--- config.mk ---
export PLATFORM = sky130hd
export DESIGN_NAME = line_spi_reader_flat
export DESIGN_NICKNAME = d
export VERILOG_FILES = /design/src/rtl/line_spi_reader_if.sv /design/src/rtl/line_spi_reader.sv /design/src/flat_wrapper.sv
export SDC_FILE = /design/constraint.sdc
export NUM_CORES = 1
export LEC_CHECK = 0
export BUFFER_PORTS_ARGS = -buffer_cell sky130_fd_sc_hd__buf_2
export CORE_MARGIN = 2
export CORE_UTILIZATION = 35
export DETAILED_ROUTE_END_ITERATION = 8
export MAX_ROUTING_LAYER = met4
export PLACE_DENSITY = 0.51
export SYNTH_ARGS = -nofsm -noshare
export SYNTH_HDL_FRONTEND = slang
export SYNTH_SLANG_ARGS = --single-unit
--- constraint.sdc ---
create_clock -name clk -period 2.37 [get_ports clk]
set_input_delay 0.474 -clock clk [delete_from_list [all_inputs] [get_ports clk]]
set_output_delay 0.474 -clock clk [all_outputs]
set_load 0.01 [all_outputs]
--- src/rtl/line_spi_reader_if.sv ---
// Signal bundle for line_spi_reader: SPI pins, SRAM read port and capture-status inputs.
// The reader uses the slave modport; the host/SRAM side uses the master modport.
interface line_spi_reader_if #(
  parameter int ADDR_W = 12,
  parameter int DATA_W = 16
);
  logic              spi_clk;
  logic              cs;
  logic              spi_mosi;
  logic              spi_miso;
  logic [ADDR_W-1:0] rdaddr;
  logic [DATA_W-1:0] rddata;
  logic              busy;
  logic [6:0]        frame_cnt;
  logic              active;

  modport slave (
    input  spi_clk, cs, spi_mosi, rddata, busy, frame_cnt,
    output spi_miso, rdaddr, active
  );

  modport master (
    output spi_clk, cs, spi_mosi, rddata, busy, frame_cnt,
    input  spi_miso, rdaddr, active
  );
endinterface

--- src/rtl/line_spi_reader.sv ---
// SPI mode-0 slave giving a host read access to the line-buffer SRAM (READ 0x03 + 16-bit address).
// Optional STATUS command 0x05 is enabled by defining LSPI_STATUS_EN.
module line_spi_reader #(
  parameter int ADDR_W = 12,
  parameter int DATA_W = 16
) (
  input logic              clk,
  input logic              res_n,
  line_spi_reader_if.slave bus
);

  localparam int CNT_W = $clog2(DATA_W);

  typedef enum logic [2:0] {
    IDLE, CMD, ADDR_HI, ADDR_LO, DATA, STAT, IGNORE
  } state_t;

  state_t            state;
  logic              sclk_p0, sclk_p1, sclk_p2;
  logic              cs_p0, cs_p1, cs_p2;
  logic              mosi_p0, mosi_p1, mosi_p2;
  logic [CNT_W-1:0]  bit_cnt;
  logic [14:0]       in_sh;
  logic [DATA_W-1:0] out_sh;
  logic [ADDR_W-1:0] rdaddr;
  logic              miso;
  logic              active;

  logic sclk_rise, sclk_fall, cs_fall, byte_end, word_end;

  // Edges come from stages 2/3; MOSI is taken from stage 3 so it lines up with the detected rise.
  assign sclk_rise = sclk_p1 & ~sclk_p2;
  assign sclk_fall = ~sclk_p1 & sclk_p2;
  assign cs_fall   = ~cs_p1 & cs_p2;
  assign byte_end  = (bit_cnt == CNT_W'(7));
  assign word_end  = (bit_cnt == CNT_W'(DATA_W-1));

  assign bus.spi_miso = miso;
  assign bus.rdaddr   = rdaddr;
  assign bus.active   = active;

`ifndef LSPI_STATUS_EN
  logic unused_status;
  assign unused_status = ^{bus.busy, bus.frame_cnt};
`endif

  always_ff @(posedge clk or negedge res_n) begin
    if (!res_n) begin
      sclk_p0 <= 1'b0; sclk_p1 <= 1'b0; sclk_p2 <= 1'b0;
      cs_p0   <= 1'b0; cs_p1   <= 1'b0; cs_p2   <= 1'b0;
      mosi_p0 <= 1'b0; mosi_p1 <= 1'b0; mosi_p2 <= 1'b0;
      state   <= IDLE;
      bit_cnt <= '0;
      in_sh   <= '0;
      out_sh  <= '0;
      rdaddr  <= '0;
      miso    <= 1'b0;
      active  <= 1'b0;
    end else begin
      // synchroniser stage boundary
      sclk_p0 <= bus.spi_clk; sclk_p1 <= sclk_p0; sclk_p2 <= sclk_p1;
      cs_p0   <= bus.cs;      cs_p1   <= cs_p0;   cs_p2   <= cs_p1;
      mosi_p0 <= bus.spi_mosi; mosi_p1 <= mosi_p0; mosi_p2 <= mosi_p1;

      // cs high (which includes its rising edge) overrides any SPI edge in the same cycle
      if (cs_p1) begin
        state   <= IDLE;
        bit_cnt <= '0;
        miso    <= 1'b0;
        active  <= 1'b0;
      end else begin
        case (state)
          IDLE: begin
            if (cs_fall) begin
              state   <= CMD;
              bit_cnt <= '0;
              in_sh   <= '0;
              out_sh  <= '0;
            end
          end
          CMD: begin
            if (sclk_rise) begin
              in_sh   <= {in_sh[13:0], mosi_p2};
              bit_cnt <= byte_end ? '0 : bit_cnt + 1'b1;
              if (byte_end) begin
                if ({in_sh[6:0], mosi_p2} == 8'h03) begin
                  state <= ADDR_HI;
`ifdef LSPI_STATUS_EN
                end else if ({in_sh[6:0], mosi_p2} == 8'h05) begin
                  state  <= STAT;
                  out_sh <= DATA_W'({bus.busy, bus.frame_cnt}) << (DATA_W - 8);
`endif
                end else begin
                  state <= IGNORE;
                end
              end
            end
          end
          ADDR_HI: begin
            if (sclk_rise) begin
              in_sh   <= {in_sh[13:0], mosi_p2};
              bit_cnt <= byte_end ? '0 : bit_cnt + 1'b1;
              if (byte_end) state <= ADDR_LO;
            end
          end
          ADDR_LO: begin
            if (sclk_rise) begin
              in_sh   <= {in_sh[13:0], mosi_p2};
              bit_cnt <= byte_end ? '0 : bit_cnt + 1'b1;
              if (byte_end) begin
                rdaddr <= ADDR_W'({in_sh, mosi_p2});
                state  <= DATA;
                active <= 1'b1;
              end
            end
          end
          DATA: begin
            // Word boundary: take the prefetched word and start fetching the next address.
            if (sclk_fall) begin
              if (bit_cnt == '0) begin
                miso   <= bus.rddata[DATA_W-1];
                out_sh <= {bus.rddata[DATA_W-2:0], 1'b0};
                rdaddr <= rdaddr + 1'b1;
              end else begin
                miso   <= out_sh[DATA_W-1];
                out_sh <= {out_sh[DATA_W-2:0], 1'b0};
              end
              bit_cnt <= word_end ? '0 : bit_cnt + 1'b1;
            end
          end
          STAT: begin
            // Zero fill after the status byte yields 0x00 for every later byte.
            if (sclk_fall) begin
              miso   <= out_sh[DATA_W-1];
              out_sh <= {out_sh[DATA_W-2:0], 1'b0};
            end
          end
          IGNORE: begin
            miso <= 1'b0;
          end
          default: begin
            state <= IDLE;
          end
        endcase
      end
    end
  end

endmodule

--- src/flat_wrapper.sv ---
// flat-port wrapper written by rule: the top's interface ports become plain ports
module line_spi_reader_flat 
#(
  parameter int ADDR_W = 12,
  parameter int DATA_W = 16
)
  (clk, res_n, bus_spi_clk, bus_cs, bus_spi_mosi, bus_rddata, bus_busy, bus_frame_cnt, bus_spi_miso, bus_rdaddr, bus_active);
  line_spi_reader_if #(.ADDR_W(ADDR_W), .DATA_W(DATA_W)) bus_i ();
  input logic clk;
  input logic res_n;
  input wire logic [$bits(bus_i.spi_clk)-1:0] bus_spi_clk;
  input wire logic [$bits(bus_i.cs)-1:0] bus_cs;
  input wire logic [$bits(bus_i.spi_mosi)-1:0] bus_spi_mosi;
  input wire logic [$bits(bus_i.rddata)-1:0] bus_rddata;
  input wire logic [$bits(bus_i.busy)-1:0] bus_busy;
  input wire logic [$bits(bus_i.frame_cnt)-1:0] bus_frame_cnt;
  output wire logic [$bits(bus_i.spi_miso)-1:0] bus_spi_miso;
  output wire logic [$bits(bus_i.rdaddr)-1:0] bus_rdaddr;
  output wire logic [$bits(bus_i.active)-1:0] bus_active;
  assign bus_i.spi_clk = bus_spi_clk;
  assign bus_i.cs = bus_cs;
  assign bus_i.spi_mosi = bus_spi_mosi;
  assign bus_i.rddata = bus_rddata;
  assign bus_i.busy = bus_busy;
  assign bus_i.frame_cnt = bus_frame_cnt;
  assign bus_spi_miso = bus_i.spi_miso;
  assign bus_rdaddr = bus_i.rdaddr;
  assign bus_active = bus_i.active;
  line_spi_reader #(.ADDR_W(ADDR_W), .DATA_W(DATA_W)) u_core (.clk(clk), .res_n(res_n), .bus(bus_i));
endmodule
# Word level (Yosys, flattened, before mapping)
# Cells that the tools add are included.
# word_totals
regBits,57
input_bits,29
out_inout_bits,14
elab_cells,109
# classes
n_addsub,2
eq_ne,27
mux,39
bitwise_logic,6
reduce_logical,19
# op_table
cell,count
2-to-1 mux 16 bit,4
2-to-1 mux 12 bit,4
one-hot mux 16 bit (3 select lines),1
inequality test 3 x 1 -> 1 bit (second input constant),10
2-to-1 mux 3 bit,9
2-to-1 mux 4 bit,6
one-hot mux 12 bit (2 select lines),1
2-to-1 mux 11 bit,2
one-hot mux 11 bit (2 select lines),1
inequality test 2 x 1 -> 1 bit (second input constant),8
one-hot mux 3 bit (5 select lines),1
adder 12 x 1 -> 12 bit (second input constant),1
one-hot mux 4 bit (3 select lines),1
nonzero test 2 bit,5
== test 3 bit (second input constant),3
== test 8 x 2 -> 1 bit (second input constant),1
2-to-1 mux 1 bit,8
AND reduction 4 bit,2
AND reduction 8 bit,1
nonzero test 4 bit,2
== test 3 x 2 -> 1 bit (second input constant),2
AND reduction 3 bit,2
AND reduction 6 bit,1
OR reduction 3 bit,2
other kinds (11),15

# Depth between registers and ports, before layout
# depth
ltp_word,6
depth_mapped,7
mapped_depth_nobuf,6

# Worst setup path before layout
# OpenSTA, ideal clock, no wires.
# synth_path
kind,flip-flop to flip-flop
start,register u_core.bit_cnt[0]
end,"register u_core.rdaddr[5], in the netlist u_core.bus.rdaddr[5]"
setup_time_ps,80
t_arrival_ps,1655
required_ps,2290
slack_ps,636
stages_incl_launch_ff,8
path_buffers,1
period_less_slack_ps,1734
path_cell_list,dfrtp_1 > inv_1 > ha_1 > nor4b_4 > nand4_2 > buf_4 > a221oi_1 > a2bb2oi_1
# synth_via
elab_chain_len,3
word_cells_on_any_way,5
classes_between,3 x eq/ne; 2 x reduce/logical
# synth_rtl
item,line_no,rtl
start: declaration,line_spi_reader.sv:22,logic [CNT_W-1:0] bit_cnt;
start signal: assignment,line_spi_reader.sv:84,bit_cnt <= byte_end ? '0 : bit_cnt + 1'b1;
start signal: assignment,line_spi_reader.sv:102,bit_cnt <= byte_end ? '0 : bit_cnt + 1'b1;
start signal: assignment,line_spi_reader.sv:109,bit_cnt <= byte_end ? '0 : bit_cnt + 1'b1;
== test 4 x 3 -> 1 bit or logical NOT 4 bit (tied branches),"line_spi_reader.sv:35, line_spi_reader.sv:120",
inequality test 2 x 1 -> 1 bit (no source line),n/a,
AND reduction 6 bit (no source line) (*),n/a,
end signal: assignment,line_spi_reader.sv:111,"rdaddr <= ADDR_W'({in_sh, mosi_p2});"
end signal: assignment,line_spi_reader.sv:123,rdaddr <= rdaddr + 1'b1;
end: declaration,line_spi_reader.sv:25,logic [ADDR_W-1:0] rdaddr;
# Every way passes the cells marked *; elsewhere a longest branch is shown, timed or not.
# A chain may end at the register's enable or synchronous reset.

# Worst setup path after layout
# Same ends and word-level chain as after synthesis.

==> run summary <==
The cell with the biggest individual delay on the critical path was sky130_fd_sc_hd__dfrtp_1. Setup repair after global routing left no endpoint under its margin. Counting the buffers created by CTS gives 5. Along the worst path, the maximum fanout reaches 10. The post-route minimum period was 2.04 ns; the port buffer count was 34. Compared with the post-synthesis result, the final layout area differs by 14.6%. For this design the ratio of total power to cell area is 635 mW/mm². In this run the worst setup path terminates at u_core.bus.rdaddr[5]$_DFFE_PN0P_. The logs give 359 for the net count of the finished layout and 6.44 mm for the final routed wirelength across all metal layers. After synthesis, the mean cell area works out to 10.0 µm². For the final database, setup skew stands at 0.0120 ns. The tools report the final-report setup violation count as 0.

In this run the count of I/O pins placed on the die edge is 43. During synthesis, Yosys emitted a total of 0 warnings. Buffers added to address setup during post-CTS repair amount to 0. The detailed router placed 2,265 vias in this run. Path type of the worst setup path: flip-flop to flip-flop. For the sequential fraction of the synthesis area, the log shows 0.472. The most common library cell in the layout ignoring fill and taps was sky130_fd_sc_hd__dfrtp_1. For the final max-slew violation count, the log shows 0. For the worst flop-to-flop path, the logic depth is 7. The total area inside the core boundary comes to 0.00822 mm². STA classifies the critical path startpoint as a flip-flop.

For this run, the detailed router's first-pass iteration total came to 4. The clock reaches the later pin of the worst-skew pair after 0.31 ns. The via count of the first global-routing pass came out at 2,265. In this run, distinct cell masters in the synthesized netlist total 52. The reg2reg setup slack was 0.33 ns. The overall routing resource usage is 0.158. In this run the critical register-to-register path is captured at u_core.bus.rdaddr[5]$_DFFE_PN0P_.

Detailed placement finished with a half-perimeter wire length of 4.35 mm. The die covers 0.00924 mm². The first global-routing pass estimated 11.2 mm of wire. Highest cell delay on the worst timing path: 0.42 ns. VDD sags by at most 0.264 mV. The run gives 329 as the net count after synthesis. The number of maximum-capacitance violations was 0; the clock-pin slew on the worst setup and hold paths was 0.11 ns. The proportion of register bits with asynchronous set or reset after synthesis works out to 1.00. The overall die height was 96.1 µm. In this run, post-CTS hold repair placed 0 buffers. The H-tree generated during clock tree synthesis spans 2 levels.

The data arrival time of the critical path came out at 2.27 ns. The logs give 0 for the leftover overflow at the end of global routing and 0.360 for the worst-case headroom to the max-slew limit. Gates resized during post-CTS repair numbered 0. The tools report the reg-to-reg critical path startpoint as u_core.bit_cnt[0]$_DFFE_PN0P_. In this run the deepest clock path goes through 2 buffers. The run gives 0 as the number of antenna violations at the first check in global routing.

The number of synthesized flops with an enable pin is 0, and the transition time at the pin with the least slew margin is 0.957 ns. After floorplanning, the core was divided into 33 placement rows. The tools report the area taken by flip-flops and latches as 0.00140 mm². TritonCTS built the clock tree. Tracing the worst setup path back leads to its startpoint at u_core.bit_cnt[0]$_DFFE_PN0P_. The logs give 0.362 for the effective utilization at floorplan and 0 for the number of antenna-violating nets in the routed design. The worst hold path belongs to the class input pin to async pin. In the final routed layout, each cell accounts on average for 14.9 µm. The flip-flop and latch count after synthesis is 56.

The detailed router's first-iteration violation count came out at 124. The signal on the critical path passes through inv_1, ha_1, nor4b_4, nand4_2, buf_4, a221oi_1, a2bb2oi_1. Total negative slack for setup checks: 0 ns.

The logs give 798 for the number of filler instances in the final layout and 56 for the number of clock sinks seen by CTS. The run finished with clean final reports. The average vias per placed instance was 5.24; the required arrival time at the worst endpoint was 2.60 ns.

In the synthesized netlist the dominant register cell turns out to be sky130_fd_sc_hd__dfrtp_1. The die span in x works out to 96.1 µm. The static power due to leakage was 1.45 nW.

The tools report the placer's final routability congestion estimate as 0.736. The area occupied by multi-input gates was 0.00138 mm²; the number of failing hold endpoints at the final stage was 0. For the number of diodes added for antenna fixing, the log shows 0.

The pin count of the biggest net entering global routing was 35. The run gives 0 as the number of design rule violations left after detail routing. The tools report the root buffer cell as sky130_fd_sc_hd__clkbuf_8. The top cell types in the final layout, fill and taps aside, are sky130_fd_sc_hd__dfrtp_1 (56), sky130_fd_sc_hd__nand2_1 (36), sky130_fd_sc_hd__buf_2 (34).

STA classifies the critical path endpoint as a flip-flop. The cell area that synthesis handed to floorplanning was 0.00297 mm². Fraction of final layout cells with drive strength greater than 1: 0.220. The cell count after synthesis came out at 297. Timing would allow up to 490 MHz. The ratio of final minimum period to clock period was 0.861. Power comes to 2.16 mW.
flip-flops by register name, summed over array words and instances, names as in the netlist:
register,flops
u_core.bit_cnt,4
u_core.bus.active,1
u_core.bus.rdaddr,12
u_core.bus.spi_miso,1
u_core.cs_p0,1
u_core.cs_p1,1
u_core.cs_p2,1
u_core.in_sh,11
u_core.mosi_p0,1
u_core.mosi_p1,1
u_core.mosi_p2,1
u_core.out_sh,15
u_core.sclk_p0,1
u_core.sclk_p1,1
u_core.sclk_p2,1
u_core.state,3
worst min path at each step:
stage	from	endpoint	slack (ns)	cells past startpoint
after floorplan	res_n	u_core.bit_cnt[0]$_DFFE_PN0P_	0.18	0
after global placement	u_core.mosi_p0$_DFF_PN0_	u_core.mosi_p1$_DFF_PN0_	0.33	0
after detailed placement	u_core.sclk_p0$_DFF_PN0_	u_core.sclk_p1$_DFF_PN0_	0.33	0
after CTS	res_n	u_core.cs_p2$_DFF_PN0_	0.15	1
after global routing	res_n	u_core.state[1]$_DFFE_PN0P_	0.17	1
final	res_n	u_core.sclk_p1$_DFF_PN0_	0.14	1
layer usage:
metal | global-route usage | vias up | routed length [µm]
li1 | - | 1140 | -
met1 | 0.227 | 1059 | 3280
met2 | 0.232 | 61 | 2830
met3 | 0.0266 | 5 | 291
met4 | 0.0393 | 0 | 40
met5 | - | - | 0
layout make-up:
cell class | count | area share
clock inverter | 2 | 0.0176
timing repair buffer | 46 | 0.0838
multi-input combinational | 197 | 0.405
sequential | 56 | 0.412
tap | 105 | 0.0386
inverter | 21 | 0.0232
clock buffer | 5 | 0.0202
cell usage after synthesis (3+ instances only):
| cell type | count | area share |
|---|---|---|
| sky130_fd_sc_hd__a221oi_2 | 5 | 0.025 |
| sky130_fd_sc_hd__a2bb2oi_1 | 5 | 0.015 |
| sky130_fd_sc_hd__mux2i_1 | 13 | 0.044 |
| sky130_fd_sc_hd__nand3_1 | 11 | 0.019 |
| sky130_fd_sc_hd__clkbuf_1 | 9 | 0.011 |
| sky130_fd_sc_hd__a21oi_1 | 7 | 0.012 |
| sky130_fd_sc_hd__buf_4 | 3 | 0.0076 |
| sky130_fd_sc_hd__and4_1 | 3 | 0.0088 |
| sky130_fd_sc_hd__buf_2 | 8 | 0.013 |
| sky130_fd_sc_hd__a221oi_1 | 3 | 0.0088 |
| sky130_fd_sc_hd__nand4_1 | 9 | 0.019 |
| sky130_fd_sc_hd__a22oi_1 | 14 | 0.035 |
| sky130_fd_sc_hd__o22ai_1 | 5 | 0.011 |
| sky130_fd_sc_hd__o21ai_0 | 23 | 0.039 |
| sky130_fd_sc_hd__nor2b_1 | 4 | 0.0084 |
| sky130_fd_sc_hd__inv_1 | 21 | 0.027 |
| sky130_fd_sc_hd__nand2_1 | 36 | 0.045 |
| sky130_fd_sc_hd__a211oi_1 | 3 | 0.0076 |
| sky130_fd_sc_hd__nor3_1 | 3 | 0.0051 |
| sky130_fd_sc_hd__ha_1 | 3 | 0.013 |
| sky130_fd_sc_hd__a2bb2oi_2 | 5 | 0.025 |
| sky130_fd_sc_hd__dfrtp_1 | 56 | 0.47 |
| sky130_fd_sc_hd__and3_1 | 3 | 0.0063 |
| sky130_fd_sc_hd__nor2_1 | 10 | 0.013 |
through the flow:
stage	utilization	setup slack (ns)	hold WS (ns)	std cells	instance area [µm²]
2_1_floorplan	-	0.636	0.178	297	2970
3_3_place_gp	0.399	0.337	0.333	425	3270
3_5_place_dp	0.399	0.329	0.335	425	3270
4_1_cts	0.414	0.293	0.152	432	3400
5_1_grt	0.414	0.131	0.166	432	3400
6_report	0.414	0.330	0.136	432	3400
cell families after synthesis:
family	count (synthesis)	share of synthesized area
AND/OR/NAND/NOR	94	0.172
buffers and inverters	44	0.0678
XOR/XNOR	1	0.00295
multiplexers	14	0.0476
flip-flops	56	0.472
adder cells (fa/ha/maj)	3	0.0126
AO/OA/AOI/OAI	85	0.225
worst max-delay path: cells and delay by family, from the launching register on:
kind	cells	cell delay (ns)
DFF	1	0.42
buffers and inverters	2	0.34
and+or+nand+nor	2	0.55
adders and majority gates	1	0.16
AOI/OAI and AO/OA	2	0.48
power breakdown:
group          leakage [nW]  internal (mW)  switching [mW]  total, mW
registers             0.753           1.02          0.0872       1.11
clock network        0.0642          0.416           0.315      0.731
logic                 0.633          0.149           0.172      0.321
total                  1.45           1.59           0.574       2.16
No activity file was read; power rests on OpenSTA's default activity.
